[src/rtl/riscv_32im_pkg.sv]
// Shared types and constants for the RV32IM core slice.
//   fetch_entry_t : one prefetch-queue entry {pc, instr, err}
//   NOP_INSTR     : canonical NOP (addi x0, x0, 0), the payload of error entries
//   FETCH_Q_DEPTH : default prefetch depth and outstanding-request limit
package riscv_32im_pkg;

  typedef struct packed {
    logic [31:0] pc;
    logic [31:0] instr;
    logic        err;
  } fetch_entry_t;

  localparam logic [31:0] NOP_INSTR     = 32'h00000013;
  localparam int          FETCH_Q_DEPTH = 4;

endpackage

[src/rtl/fetch_fifo.sv]
// Synchronous FIFO used by the fetch stage, once for PC tags and once for
// the {pc, instr, err} prefetch queue.
//   clk_i, rst_ni : clock, async active-low reset
//   flush_i       : empties the FIFO; push and pop are ignored that cycle
//   push_i/data_i : write one element (caller guarantees space)
//   pop_i         : drop the head (ignored when empty)
//   data_o        : head element, read from storage registers
//   count_o       : number of stored elements
module fetch_fifo #(
  parameter type T     = logic [31:0],
  parameter int  DEPTH = 4,
  localparam int CW    = $clog2(DEPTH) + 1
) (
  input  logic          clk_i,
  input  logic          rst_ni,
  input  logic          flush_i,
  input  logic          push_i,
  input  T              data_i,
  input  logic          pop_i,
  output T              data_o,
  output logic [CW-1:0] count_o
);

  localparam int AW = $clog2(DEPTH);

  T               r_mem [DEPTH];
  logic [AW-1:0]  r_wrPtr;
  logic [AW-1:0]  r_rdPtr;
  logic [CW-1:0]  r_count;
  logic           w_push;
  logic           w_pop;

  assign w_push = push_i & ~flush_i;
  assign w_pop  = pop_i & ~flush_i & (r_count != '0);

  // Pointers wrap naturally because DEPTH is a power of two.
  always_ff @(posedge clk_i or negedge rst_ni) begin
    if (!rst_ni) begin
      r_wrPtr <= '0;
      r_rdPtr <= '0;
      r_count <= '0;
    end else if (flush_i) begin
      r_wrPtr <= '0;
      r_rdPtr <= '0;
      r_count <= '0;
    end else begin
      if (w_push) r_wrPtr <= r_wrPtr + AW'(1);
      if (w_pop)  r_rdPtr <= r_rdPtr + AW'(1);
      case ({w_push, w_pop})
        2'b10:   r_count <= r_count + CW'(1);
        2'b01:   r_count <= r_count - CW'(1);
        default: r_count <= r_count;
      endcase
    end
  end

  // Storage needs no reset: nothing reads an entry before it is written.
  always_ff @(posedge clk_i) begin
    if (w_push) r_mem[r_wrPtr] <= data_i;
  end

  assign data_o  = r_mem[r_rdPtr];
  assign count_o = r_count;

endmodule

[src/rtl/fetch_unit.sv]
// Instruction-fetch stage: forwards PCs from pc_gen to imem, tags each
// response with its PC, buffers {pc, instr, err} and hands entries to IF/ID.
// On flush, queued work is discarded and responses still in flight are
// counted in a drop counter so they are thrown away when they return.
// Optional feature macro: FETCH_MISALIGN_CHK_EN (misaligned PCs bypass imem
// and become error entries carrying a NOP).
//   clk_i, rst_ni           : clock, async active-low reset
//   flush_i                 : redirect, kill all fetched and in-flight work
//   pc_valid_i/pc_ready_o   : PC handshake from pc_gen, pc_i address
//   imem_req_*              : request to imem, imem_addr_o address
//   imem_rsp_*              : in-order response, imem_instr_i data
//   id_*                    : head entry toward IF/ID
//   occupancy_o             : queued + in flight + pending drops
module fetch_unit
  import riscv_32im_pkg::*;
#(
  parameter int  DEPTH = FETCH_Q_DEPTH,
  localparam int CW    = $clog2(DEPTH) + 1
) (
  input  logic          clk_i,
  input  logic          rst_ni,
  input  logic          flush_i,
  input  logic          pc_valid_i,
  output logic          pc_ready_o,
  input  logic [31:0]   pc_i,
  output logic          imem_req_valid_o,
  input  logic          imem_req_ready_i,
  output logic [31:0]   imem_addr_o,
  input  logic          imem_rsp_valid_i,
  output logic          imem_rsp_ready_o,
  input  logic [31:0]   imem_instr_i,
  output logic          id_valid_o,
  input  logic          id_ready_i,
  output logic [31:0]   id_pc_o,
  output logic [31:0]   id_instr_o,
  output logic          id_err_o,
  output logic [CW-1:0] occupancy_o
);

  logic          r_active;
  logic [CW-1:0] r_dropCnt;
  logic [CW-1:0] w_qCount;
  logic [CW-1:0] w_liveInflight;
  logic [CW-1:0] w_total;
  logic          w_creditOk;
  logic          w_open;
  logic          w_misaligned;
  logic          w_misFire;
  logic          w_reqFire;
  logic          w_rspFire;
  logic          w_rspKeep;
  logic          w_rspStale;
  logic [31:0]   w_tagPc;
  logic          w_qPush;
  logic          w_qPop;
  logic          w_idValid;
  fetch_entry_t  w_qPushData;
  fetch_entry_t  w_head;

  // Credits never exceed DEPTH, so the CW-bit sum cannot wrap.
  assign w_total    = w_qCount + w_liveInflight + r_dropCnt;
  assign w_creditOk = (w_total < CW'(DEPTH));
  assign w_open     = r_active & w_creditOk & ~flush_i;

`ifdef FETCH_MISALIGN_CHK_EN
  // A misaligned PC waits until nothing is in flight so its error entry
  // lands in program order; it never reaches imem.
  assign w_misaligned = (pc_i[1:0] != 2'b00);
  assign pc_ready_o   = w_misaligned ? (w_open & (w_liveInflight == '0))
                                     : (w_open & imem_req_ready_i);
`else
  assign w_misaligned = 1'b0;
  assign pc_ready_o   = w_open & imem_req_ready_i;
`endif

  assign w_misFire        = pc_valid_i & pc_ready_o & w_misaligned;
  assign imem_req_valid_o = pc_valid_i & w_open & ~w_misaligned;
  assign imem_addr_o      = pc_i;
  assign w_reqFire        = imem_req_valid_o & imem_req_ready_i;

  // A response is kept only when no stale responses remain and a tag is
  // actually waiting; the second term swallows leftovers from before reset.
  assign imem_rsp_ready_o = r_active;
  assign w_rspFire        = imem_rsp_valid_i & imem_rsp_ready_o;
  assign w_rspKeep        = w_rspFire & ~flush_i & (r_dropCnt == '0)
                          & (w_liveInflight != '0);
  assign w_rspStale       = w_rspFire & ((r_dropCnt != '0) | (w_liveInflight != '0));

  always_ff @(posedge clk_i or negedge rst_ni) begin
    if (!rst_ni) r_active <= 1'b0;
    else         r_active <= 1'b1;
  end

  // On flush every live request becomes a drop, minus any response that is
  // being discarded in the flush cycle itself.
  always_ff @(posedge clk_i or negedge rst_ni) begin
    if (!rst_ni) begin
      r_dropCnt <= '0;
    end else if (flush_i) begin
      r_dropCnt <= r_dropCnt + w_liveInflight - CW'(w_rspStale);
    end else if (w_rspFire && (r_dropCnt != '0)) begin
      r_dropCnt <= r_dropCnt - CW'(1);
    end
  end

  // The tag FIFO occupancy is exactly the live in-flight count.
  fetch_fifo #(
    .T     (logic [31:0]),
    .DEPTH (DEPTH)
  ) u_tagFifo (
    .clk_i   (clk_i),
    .rst_ni  (rst_ni),
    .flush_i (flush_i),
    .push_i  (w_reqFire),
    .data_i  (pc_i),
    .pop_i   (w_rspKeep),
    .data_o  (w_tagPc),
    .count_o (w_liveInflight)
  );

  // Kept responses and misaligned markers are mutually exclusive: the
  // marker needs an empty tag FIFO, a kept response needs a non-empty one.
  assign w_qPush     = w_rspKeep | w_misFire;
  assign w_qPushData = w_misFire ? '{pc: pc_i, instr: NOP_INSTR, err: 1'b1}
                                 : '{pc: w_tagPc, instr: imem_instr_i, err: 1'b0};
  assign w_qPop      = w_idValid & id_ready_i;

  fetch_fifo #(
    .T     (fetch_entry_t),
    .DEPTH (DEPTH)
  ) u_queue (
    .clk_i   (clk_i),
    .rst_ni  (rst_ni),
    .flush_i (flush_i),
    .push_i  (w_qPush),
    .data_i  (w_qPushData),
    .pop_i   (w_qPop),
    .data_o  (w_head),
    .count_o (w_qCount)
  );

  // Head fields read as zero whenever the queue is empty.
  assign w_idValid   = (w_qCount != '0);
  assign id_valid_o  = w_idValid;
  assign id_pc_o     = w_idValid ? w_head.pc    : 32'h0;
  assign id_instr_o  = w_idValid ? w_head.instr : 32'h0;
  assign id_err_o    = w_idValid & w_head.err;
  assign occupancy_o = w_total;

endmodule

[config.mk]
export PLATFORM = sky130hd
export DESIGN_NAME = fetch_unit
export DESIGN_NICKNAME = d
export VERILOG_FILES = /design/src/rtl/riscv_32im_pkg.sv /design/src/rtl/fetch_fifo.sv /design/src/rtl/fetch_unit.sv
export SDC_FILE = /design/constraint.sdc
export NUM_CORES = 1
export LEC_CHECK = 0
export BUFFER_PORTS_ARGS = -buffer_cell sky130_fd_sc_hd__buf_2
export CAP_MARGIN = 20
export CORE_MARGIN = 2
export CORE_UTILIZATION = 40
export CTS_BUF_LIST = sky130_fd_sc_hd__clkbuf_4
export DETAILED_ROUTE_END_ITERATION = 8
export PLACE_DENSITY = 0.69
export SYNTH_ARGS = -nofsm -noshare
export SYNTH_HDL_FRONTEND = slang
export SYNTH_HIERARCHICAL = 1
export SYNTH_SLANG_ARGS = --single-unit
export TNS_END_PERCENT = 50
[constraint.sdc]
create_clock -name clk_i -period 6.88 [get_ports clk_i]
set_input_delay 1.032 -clock clk_i [delete_from_list [all_inputs] [get_ports clk_i]]
set_output_delay 1.032 -clock clk_i [all_outputs]
set_load 0.02 [all_outputs]
==> run metrics <==
outcome finished, final reports clean; row count between 70 and 80; asr flop ratio synth approximately 4.4%; Boundary Pins 175; clock tree from TritonCTS yes; vias post-DR a little under 8000; PortBufs about 170; Die W ~210 um; CP Capture Type output pin; post-synthesis register bit count between 400 and 500; Least-Margin Pin Slew about 1100 ps; Synth top area share between 70% and 80%; fin. max-slew vios 0; Tot Pwr a little under 5 mW; post-detail-place hpwl between 15000 and 20000 um; WP buf/inv 2; worst path arrival time 3220 ps; RePlAce Congestion approximately 0.7; Synth area leader edfxtp_1; crit-path cells buf_4 > mux4_2 > and2_1 > buf_2; Syn Area/Cell 20.8 um^2; Crit Path Category reg2out; maximum root-to-sink buffer count 3; Hold Slack ~280 ps; cells on worst reg2reg path 14; Pre-antenna DRT Iters 4; dpl cell area roughly 0.017 mm^2; pwr dens about 260 mW/mm^2; Post-CTS Hold Buffers 0; reg2reg start u_queue/count_o[1]$_DFFE_PN0P_; leading cell type in the layout, fill and taps excluded edfxtp_1; crit path max fanout 36; WP data required around 5900 ps; final net count around 1100; All-Layer GR Usage roughly 15%; fill cell count 3414; Setup WS pre-CTS around 3200 ps; Fin Clk Skew 30.2 ps; Final Cycle Share 61.9%; setup violators final 0; final hold violations 0; Clock Sink Count 406; clk_lat worst skew ~700 ps; number of flops mapped to enable cells by yosys approximately 390; Seq/Total Area, Yosys 74.3%; post-synth cell types 48; fin crit period around 4300 ps; R2R setup slack around 3200 ps; final instance area around 0.019 mm^2; Remaining Overflow, GRT 0; Initial Util approximately two fifths; top_reg_cell synth edfxtp_1; DRC 0; Via density a little under 5; initial detailed-routing violation count about 480; FF-to-FF End u_tagFifo/count_o[2]$_DFFE_PN0P_; family with the most delay on the worst path buffers and inverters; Layout area overhead 14.6%; synthesized cell area 0.0163 mm^2; global-route wire length before repair approximately 46000 um; die height just over 200 um; RSZ-0062 raised after global routing no; die area about 0.042 mm^2; Post-DRT Antenna Nets 0; Mapped Cells about 780; htree depth 3; Routed WL ~30000 um; CP max stage cell dfrtp_4; largest net degree at the start of global routing 68; number of global-route vias before repair between 8000 and 9000; yosys warns 6; TritonCTS Buffers around 100; Post-CTS Repair Setup Buffers 0; fin cells 1600; post-CTS sizing 0; CTS root buf clkbuf_4; LEAKAGE ~6.4 nW; Final WS setup approximately 2600 ps; maximum vdd drop just under 100 uV; relative slew slack 27.5%; initial antenna violation count 1; Max-Cap Viols 0; most frequent cells in the layout edfxtp_1 (388), buf_2 (174), clkbuf_4 (154), mux4_2 (97), and2_1 (71); Worst setup SP type register; worst min path class in2async; setup TNS 0 ps; drt wl/cell roughly 19 um; top post-synthesis cells by area edfxtp_1 (71%), mux4_2 (13%), and2_1 (2.9%); fmax 0.235 GHz; final core utilization roughly 47%; Slowest Stage Delay on Critical Path 840 ps; layout cell share with drive strength beyond 1 a little over two fifths; Inst Count DP around 1400; core area ~0.04 mm^2; register clock-pin slew on the reported worst setup and hold paths 70 ps
## cell type report
| type | count | area (um^2) | area share (%) |
|---|---|---|---|
| antenna | 1 | 2.50 | 0.0134 |
| clock buffer | 154 | 1160 | 6.19 |
| clock inverter | 18 | 82.6 | 0.442 |
| inverter | 21 | 78.8 | 0.422 |
| multi-input combinational | 292 | 3650 | 19.5 |
| sequential | 406 | 12100 | 64.9 |
| tap | 525 | 657 | 3.52 |
| timing repair buffer | 183 | 938 | 5.03 |
## metal layers
metal  global-route usage, %  vias up  wire length (um)
li1                        -     3576                 -
met1                    18.7     4057             13100
met2                    24.5      220             15300
met3                    3.56       41              1560
met4                    5.38        0               463
met5                       0        -                 0
## cell usage after synthesis (4+ instances only)
library cell,count
buf_6,10
edfxtp_1,388
nand2_1,6
inv_1,21
and2_1,75
a21oi_1,5
clkbuf_1,6
mux4_2,97
buf_4,36
xnor2_1,8
a31oi_1,4
o21ai_0,6
fa_1,5
nor3b_1,5
ha_1,14
nand2b_1,5
nor2_1,18
dfrtp_1,18
buf_2,13
## cell families after synthesis
group           count (synthesis)  synth area share (%)
flops                         406                  74.3
simple gates                  128                  4.76
xor+xnor                       14                  1.01
buf+inv                        88                  3.54
mux                            99                  13.5
compound gates                 27                  1.18
fa+ha+maj                      19                  1.69
other cells                     2                0.0461
## flip-flops by register name, indices dropped and copies added (netlist names)
name / count
u_queue/count_o: 3
u_tagFifo/r_rdPtr: 2
u_queue/r_wrPtr: 2
u_tagFifo/r_wrPtr: 2
u_tagFifo/r_mem: 128
u_queue/r_mem: 260
r_dropCnt: 3
u_tagFifo/count_o: 3
imem_rsp_ready_o: 1
u_queue/r_rdPtr: 2
## report_power, final
part / switching [mW] / internal (mW)
sequential: 0.0158 / 2.71
clock: 0.886 / 1.01
combinational: 0.124 / 0.0820
total: 1.03 / 3.80
## worst reg2reg max path: stages (launching register included)
cell      delay [ps]
dfrtp_1          540
inv_1            110
fa_1             510
inv_1             40
ha_1             180
xnor3_2          390
xnor2_2          180
nor4bb_2         310
buf_4            250
nor4b_1           90
fa_1             460
nor3b_1          220
a21oi_1           60
a32oi_1          150
a21oi_1           90
## worst max-delay path by stage
stage | endpoint | cells after the start | start | slack, ps
4_1_cts | id_pc_o[17] | 4 | u_queue/r_rdPtr[0]$_DFFE_PN0P_ | 2410
6_report | id_pc_o[17] | 4 | u_queue/r_rdPtr[0]$_DFFE_PN0P_ | 2620
5_1_grt | id_pc_o[17] | 4 | u_queue/r_rdPtr[0]$_DFFE_PN0P_ | 2310
3_3_place_gp | u_tagFifo/r_mem[0][3]$_DFFE_PP_ | 11 | u_queue/count_o[1]$_DFFE_PN0P_ | 3180
3_5_place_dp | u_tagFifo/r_mem[1][3]$_DFFE_PP_ | 11 | u_queue/count_o[1]$_DFFE_PN0P_ | 3180
2_1_floorplan | u_tagFifo/r_mem[0][0]$_DFFE_PP_ | 10 | u_queue/count_o[1]$_DFFE_PN0P_ | 2930
(Power assumes the default switching activity.)
